### config.mk
export PLATFORM = sky130hd
export DESIGN_NAME = maze_controller
export DESIGN_NICKNAME = d
export VERILOG_FILES = /design/src/rtl/maze_pkg.sv /design/src/rtl/maze_move_timer.sv /design/src/rtl/maze_controller.sv
export SDC_FILE = /design/constraint.sdc
export NUM_CORES = 1
export LEC_CHECK = 0
export CAP_MARGIN = 0
export CORE_MARGIN = 3
export CORE_UTILIZATION = 50
export CTS_CLUSTER_DIAMETER = 100
export CTS_CLUSTER_SIZE = 10
export DETAILED_ROUTE_END_ITERATION = 12
export PLACE_DENSITY = 0.83
export SKIP_CTS_REPAIR_TIMING = 1
export SYNTH_ARGS = -nofsm -noshare
export SYNTH_HDL_FRONTEND = slang
export SYNTH_SLANG_ARGS = --single-unit
### constraint.sdc
create_clock -name clk -period 2.4 [get_ports clk]
set_input_delay 0.48 -clock clk [delete_from_list [all_inputs] [get_ports clk]]
set_output_delay 0.48 -clock clk [all_outputs]
set_load 0.05 [all_outputs]
### src/rtl/maze_pkg.sv
// Shared types and constants for the maze controller: FSM states, move
// directions, maze dimensions and block-coordinate width.
package maze_pkg;

  localparam int MAZE_COLS = 40;
  localparam int MAZE_ROWS = 30;
  localparam int BCOORD_W  = 6;

  typedef logic [BCOORD_W-1:0] bcoord_t;

  typedef enum logic [2:0] {
    ST_IDLE  = 3'd0,
    ST_CALC  = 3'd1,
    ST_RD    = 3'd2,
    ST_CHECK = 3'd3,
    ST_WIN   = 3'd4
  } state_e;

  typedef enum logic [1:0] {
    DIR_UP    = 2'd0,
    DIR_DOWN  = 2'd1,
    DIR_LEFT  = 2'd2,
    DIR_RIGHT = 2'd3
  } dir_e;

  // Priority pick up > down > left > right. Only called when at least one
  // button is pressed, so "none of up/down/left" implies right.
  function automatic dir_e pick_dir(input logic up, input logic down,
                                    input logic left);
    if (up)        return DIR_UP;
    else if (down) return DIR_DOWN;
    else if (left) return DIR_LEFT;
    else           return DIR_RIGHT;
  endfunction

endpackage

### src/rtl/maze_move_timer.sv
// Frame-tick counter that paces player moves. move_ok goes high once
// MOVE_FRAMES-1 ticks have been counted and stays high until a move
// attempt reloads the counter to zero.
module maze_move_timer #(
  parameter int MOVE_FRAMES = 8
) (
  input  logic clk,
  input  logic rst,
  input  logic frame_tick,
  input  logic reload,
  output logic move_ok
);

  localparam logic [7:0] LAST = 8'(MOVE_FRAMES - 1);

  logic [7:0] count;

  // Count ticks up to LAST and hold there; a move attempt restarts the count.
  always_ff @(posedge clk or negedge rst) begin
    if (!rst) begin
      count <= '0;
    end else if (reload) begin
      count <= '0;
    end else if (frame_tick && (count != LAST)) begin
      count <= count + 8'd1;
    end
  end

  assign move_ok = (count == LAST);

endmodule

### src/rtl/maze_controller.sv
// Maze player controller: paces button presses with a frame-tick timer,
// computes the target block, reads the maze ROM for a wall and moves the
// player if the way is clear. Reaching the exit block latches WIN.
// Optional feature macro MAZE_STEP_CNT_EN adds a saturating 10-bit
// successful-move counter on o_steps.
//
// Handshake: none of the interfaces use valid/ready; the ROM is a fixed
// one-cycle-latency read whose address is held through RD and CHECK, so
// i_rom_wall sampled in CHECK belongs to the address presented in RD.
module maze_controller
  import maze_pkg::*;
#(
  parameter int MOVE_FRAMES = 8,
  parameter int START_BCOL  = 1,
  parameter int START_BROW  = 1,
  parameter int EXIT_BCOL   = 37,
  parameter int EXIT_BROW   = 22
) (
  input  logic        clk,
  input  logic        rst,
  input  logic        i_frame_tick,
  input  logic        i_up,
  input  logic        i_down,
  input  logic        i_left,
  input  logic        i_right,
  output logic [11:0] o_rom_addr,
  input  logic        i_rom_wall,
  output logic [5:0]  o_player_bcol,
  output logic [5:0]  o_player_brow,
  output logic [5:0]  o_exit_bcol,
  output logic [5:0]  o_exit_brow,
  output logic        o_win,
`ifdef MAZE_STEP_CNT_EN
  output logic [9:0]  o_steps,
`endif
  output state_e      o_dbg_state
);

  localparam bcoord_t START_C = bcoord_t'(START_BCOL);
  localparam bcoord_t START_R = bcoord_t'(START_BROW);
  localparam bcoord_t EXIT_C  = bcoord_t'(EXIT_BCOL);
  localparam bcoord_t EXIT_R  = bcoord_t'(EXIT_BROW);
  localparam bcoord_t LAST_C  = bcoord_t'(MAZE_COLS - 1);
  localparam bcoord_t LAST_R  = bcoord_t'(MAZE_ROWS - 1);

  state_e  state, state_nxt;
  dir_e    dir_q;
  bcoord_t bcol, brow;
  bcoord_t tgt_bcol, tgt_brow;
  bcoord_t calc_bcol, calc_brow;
  logic    calc_ok;
  logic    any_btn, move_ok, accept;
  logic    tgt_load, pos_load;

  assign any_btn = i_up | i_down | i_left | i_right;
  assign accept  = (state == ST_IDLE) && i_frame_tick && move_ok && any_btn;

  maze_move_timer #(
    .MOVE_FRAMES(MOVE_FRAMES)
  ) u_timer (
    .clk       (clk),
    .rst       (rst),
    .frame_tick(i_frame_tick),
    .reload    (accept),
    .move_ok   (move_ok)
  );

  // Target block for the latched direction, with grid-edge rejection (no wrap).
  always_comb begin
    calc_bcol = bcol;
    calc_brow = brow;
    calc_ok   = 1'b1;
    case (dir_q)
      DIR_UP: begin
        calc_brow = brow - 6'd1;
        calc_ok   = (brow != '0);
      end
      DIR_DOWN: begin
        calc_brow = brow + 6'd1;
        calc_ok   = (brow < LAST_R);
      end
      DIR_LEFT: begin
        calc_bcol = bcol - 6'd1;
        calc_ok   = (bcol != '0);
      end
      default: begin
        calc_bcol = bcol + 6'd1;
        calc_ok   = (bcol < LAST_C);
      end
    endcase
  end

  // Next-state logic and load strobes for target and position registers.
  always_comb begin
    state_nxt = state;
    tgt_load  = 1'b0;
    pos_load  = 1'b0;
    case (state)
      ST_IDLE: begin
        if (accept) state_nxt = ST_CALC;
      end
      ST_CALC: begin
        if (calc_ok) begin
          tgt_load  = 1'b1;
          state_nxt = ST_RD;
        end else begin
          state_nxt = ST_IDLE;
        end
      end
      ST_RD: begin
        state_nxt = ST_CHECK;
      end
      ST_CHECK: begin
        if (!i_rom_wall) begin
          pos_load  = 1'b1;
          state_nxt = ((tgt_bcol == EXIT_C) && (tgt_brow == EXIT_R)) ? ST_WIN : ST_IDLE;
        end else begin
          state_nxt = ST_IDLE;
        end
      end
      ST_WIN: begin
        state_nxt = ST_WIN;
      end
      default: begin
        state_nxt = ST_IDLE;
      end
    endcase
  end

  // State register.
  always_ff @(posedge clk or negedge rst) begin
    if (!rst) state <= ST_IDLE;
    else      state <= state_nxt;
  end

  // Direction latch: captured on the cycle the move attempt is accepted.
  always_ff @(posedge clk or negedge rst) begin
    if (!rst)        dir_q <= DIR_UP;
    else if (accept) dir_q <= pick_dir(i_up, i_down, i_left);
  end

  // Target block register, loaded in CALC when the target is on the grid.
  always_ff @(posedge clk or negedge rst) begin
    if (!rst) begin
      tgt_bcol <= START_C;
      tgt_brow <= START_R;
    end else if (tgt_load) begin
      tgt_bcol <= calc_bcol;
      tgt_brow <= calc_brow;
    end
  end

  // Player position, committed in CHECK when the ROM reports no wall.
  always_ff @(posedge clk or negedge rst) begin
    if (!rst) begin
      bcol <= START_C;
      brow <= START_R;
    end else if (pos_load) begin
      bcol <= tgt_bcol;
      brow <= tgt_brow;
    end
  end

`ifdef MAZE_STEP_CNT_EN
  logic [9:0] steps;

  // Successful-move counter, saturating at 1023.
  always_ff @(posedge clk or negedge rst) begin
    if (!rst)                             steps <= '0;
    else if (pos_load && (steps != 10'h3FF)) steps <= steps + 10'd1;
  end

  assign o_steps = steps;
`endif

  assign o_rom_addr    = ((state == ST_RD) || (state == ST_CHECK)) ? {tgt_brow, tgt_bcol}
                                                                   : {brow, bcol};
  assign o_player_bcol = bcol;
  assign o_player_brow = brow;
  assign o_exit_bcol   = EXIT_C;
  assign o_exit_brow   = EXIT_R;
  assign o_win         = (state == ST_WIN);
  assign o_dbg_state   = state;

endmodule

==> run summary <==
Crit Path Max Fanout - 9
TNS Setup - 0 ns
Post-route DRC - 0
Kind of critical path - reg2reg
Kind of start point of the critical path - flip-flop
Worst EP required - 2.58 ns
Post-layout min period - 2.273 ns
Slowest stage delay, CP - 0.53 ns
Die area - 5662 um2
Global-route wire length before repair - 8673 um
Final period util - 94.69%
Hold WC Path Type - reg2reg
CTS tree - done
Die H - 75.25 um
Pin count of the biggest net entering global routing - 38
Status - completed
Antenna violation net count after detailed routing - 0
Core Footprint - 4504 um2
Filler instances - 367
Slew headroom - 65.99%
Port Buffers - 35
Initial antenna violation count - 0
CTS sink count - 37
Syn Area/Cell - 10.42 um2
Endpoints failing hold - 0
Setup Viol. Count Final - 0
Clock-pin slew on the worst setup and hold paths - 0.08 ns
H-tree depth - 2
RSZ-0062 raised after global routing - no
Worst EP arrival - 2.45 ns
Worst path slowest cell - or4_1
Num CTS Buffers - 5
Critical path cell sequence - nand2b_2, ha_1, inv_1, or4_1, nand4_1, xnor2_1, mux2_4
Starting density of the core - 53.22%
Dpl hpwl - 3754 um
Footprint of the multi-input gates - 1346 um2
DR vias - 1869
Root Buffer - clkbuf_8
Worst Setup End Kind - flip-flop
Grt total ovfl - 0
DR vias/cell - 5.769
Row cnt - 24
Post-Syn Instances - 230
Commonest non-fill, non-tap cells in the layout - 32 x dfrtp_1, 26 x mux2_2, 22 x clkdlybuf4s50_1, 22 x buf_4, 14 x o21ai_0
Register area share after synthesis - 38.83%
Clock Latency Late Sink - 0.30 ns
Slew @ Worst Pin - 0.5086 ns
All-Layer GR Usage - 20.15%
Yosys cell types - 44
Synth warn - 0
Die W - 75.25 um
Leading cell type in the layout, fill and taps excluded - dfrtp_1
N_diodes - 0
Final nets - 290
Maxcap violations - 0
# IOs - 48
Max-slew violation count - 0
Storage element area - 932.1 um2
Post-DR wirelength/cell - 15.73 um
Layout cells sized above 1 - 28.68%
WL final - 5097 um
Number of global-route vias before repair - 1832
Initial DRC count - 113
RePlAce Congestion - 0.8633
Clock Path Buffers - 2
Area delta synth->final - 21.50%
Synth Cell Area - 2397 um2
Max Clock Skew - 0.01168 ns
Peak Freq - 440.0 MHz
Synth Register Bits - 37
First-pass detailed-route iteration total - 4
==> worst paths after layout <==
| check | depth (start not counted) | endpoint | slack [ns] | start |
|---|---|---|---|---|
| min in group asynchronous | 2 | dir_q[1] | 0.59 | rst |
| setup / recovery | 7 | tgt_brow[5] | 0.13 | dir_q[1] |
| hold / removal | 1 | u_timer.count[7] | 0.48 | u_timer.count[7] |
| setup reg to reg | 7 | tgt_brow[5] | 0.13 | dir_q[1] |
| max in group asynchronous | 2 | o_player_brow[0] | 1.45 | rst |
| hold reg to reg | 1 | u_timer.count[7] | 0.48 | u_timer.count[7] |
==> sequential cells by signal, summed over array words and instances, names as in the netlist <==
signal	count
dir_q	2
o_dbg_state	3
o_player_bcol	6
o_player_brow	6
tgt_bcol	6
tgt_brow	6
u_timer.count	8
==> cells by family after synthesis <==
family | Yosys count | share of synthesized area (%)
muxes | 35 | 17.64
AOI/OAI and AO/OA | 39 | 10.28
buffers and inverters | 29 | 7.046
adders and majority gates | 11 | 6.368
other | 2 | 0.3133
DFF | 37 | 38.83
xor gates and xnor gates | 14 | 5.115
and+or+nand+nor | 63 | 14.40
==> layer usage <==
metal	vias up	routed length, um	part of all wire [%]	GRT usage [%]
met5	-	0	0	0
met4	0	72	1.4	6.408
met3	8	281	5.5	4.806
met2	65	2486	49	31.91
met1	907	2258	44	27.35
li1	889	-	-	-
==> Yosys cell counts <==
cell type	count	area share (%)
dfrtp_1	33	34
mux2_2	26	12
o21ai_0	16	3.3
nand2_1	13	2.0
buf_4	12	3.8
nor2_1	12	1.9
ha_1	9	4.7
nand3_1	9	1.9
inv_1	8	1.3
mux2_4	8	5.0
xnor2_1	8	2.9
clkbuf_1	7	1.1
a21oi_1	6	1.3
nor4_1	6	1.6
xor2_1	6	2.2
a211oi_1	4	1.3
dfstp_2	4	4.4
nand4_1	4	1.0
a21o_1	3	0.94
a31oi_1	3	0.78
nand2b_1	3	0.78
nor3_1	3	0.63
buf_6	2	0.94
conb_1	2	0.31
fa_1	2	1.7
nor2b_1	2	0.52
or4_1	2	0.63
a31o_2	1	0.37
and2_1	1	0.26
mux2i_1	1	0.42
nand3b_1	1	0.31
nand4b_1	1	0.37
nor3b_1	1	0.31
nor3b_2	1	0.52
nor4_2	1	0.52
nor4bb_1	1	0.42
o2111ai_1	1	0.37
o2111ai_2	1	0.63
o211ai_1	1	0.31
o21a_1	1	0.31
o2bb2ai_1	1	0.37
o311ai_0	1	0.37
or3_1	1	0.26
or4bb_1	1	0.47
==> stage by stage <==
stage / area [um2] / std cells / utilization [%] / setup WS (ns) / hold slack [ns]
6_report: 2913 / 324 / 64.67 / 0.1274 / 0.4767
4_1_cts: 2904 / 324 / 64.47 / 0.005372 / 0.4802
5_1_grt: 2913 / 324 / 64.67 / 0.01101 / 0.5184
2_1_floorplan: 2439 / 240 / - / 0.01492 / 0.1844
3_5_place_dp: 2770 / 316 / 61.50 / 0.05942 / 0.4687
3_3_place_gp: 2770 / 316 / 61.50 / 0.1615 / 0.4632
==> area by class of cell <==
class / count / area share (%)
clock buffers: 5 / 2.363
clock inverters: 3 / 2.234
inverters: 8 / 1.031
multi-input cells: 174 / 46.22
flip-flops and latches: 37 / 32.00
well taps: 52 / 2.234
repair buffers: 45 / 13.92
==> critical path, delay by kind of cell, from the launching register on <==
kind,cells,cell delay [ns]
multiplexers,1,0.26
adder cells (fa/ha/maj),1,0.34
buffers and inverters,1,0.07
XOR/XNOR,1,0.07
AND/OR/NAND/NOR,3,0.94
flip-flops,1,0.48
Power is not shown: default switching activity piles up to over one toggle a cycle in this logic, so the estimate is an artifact.
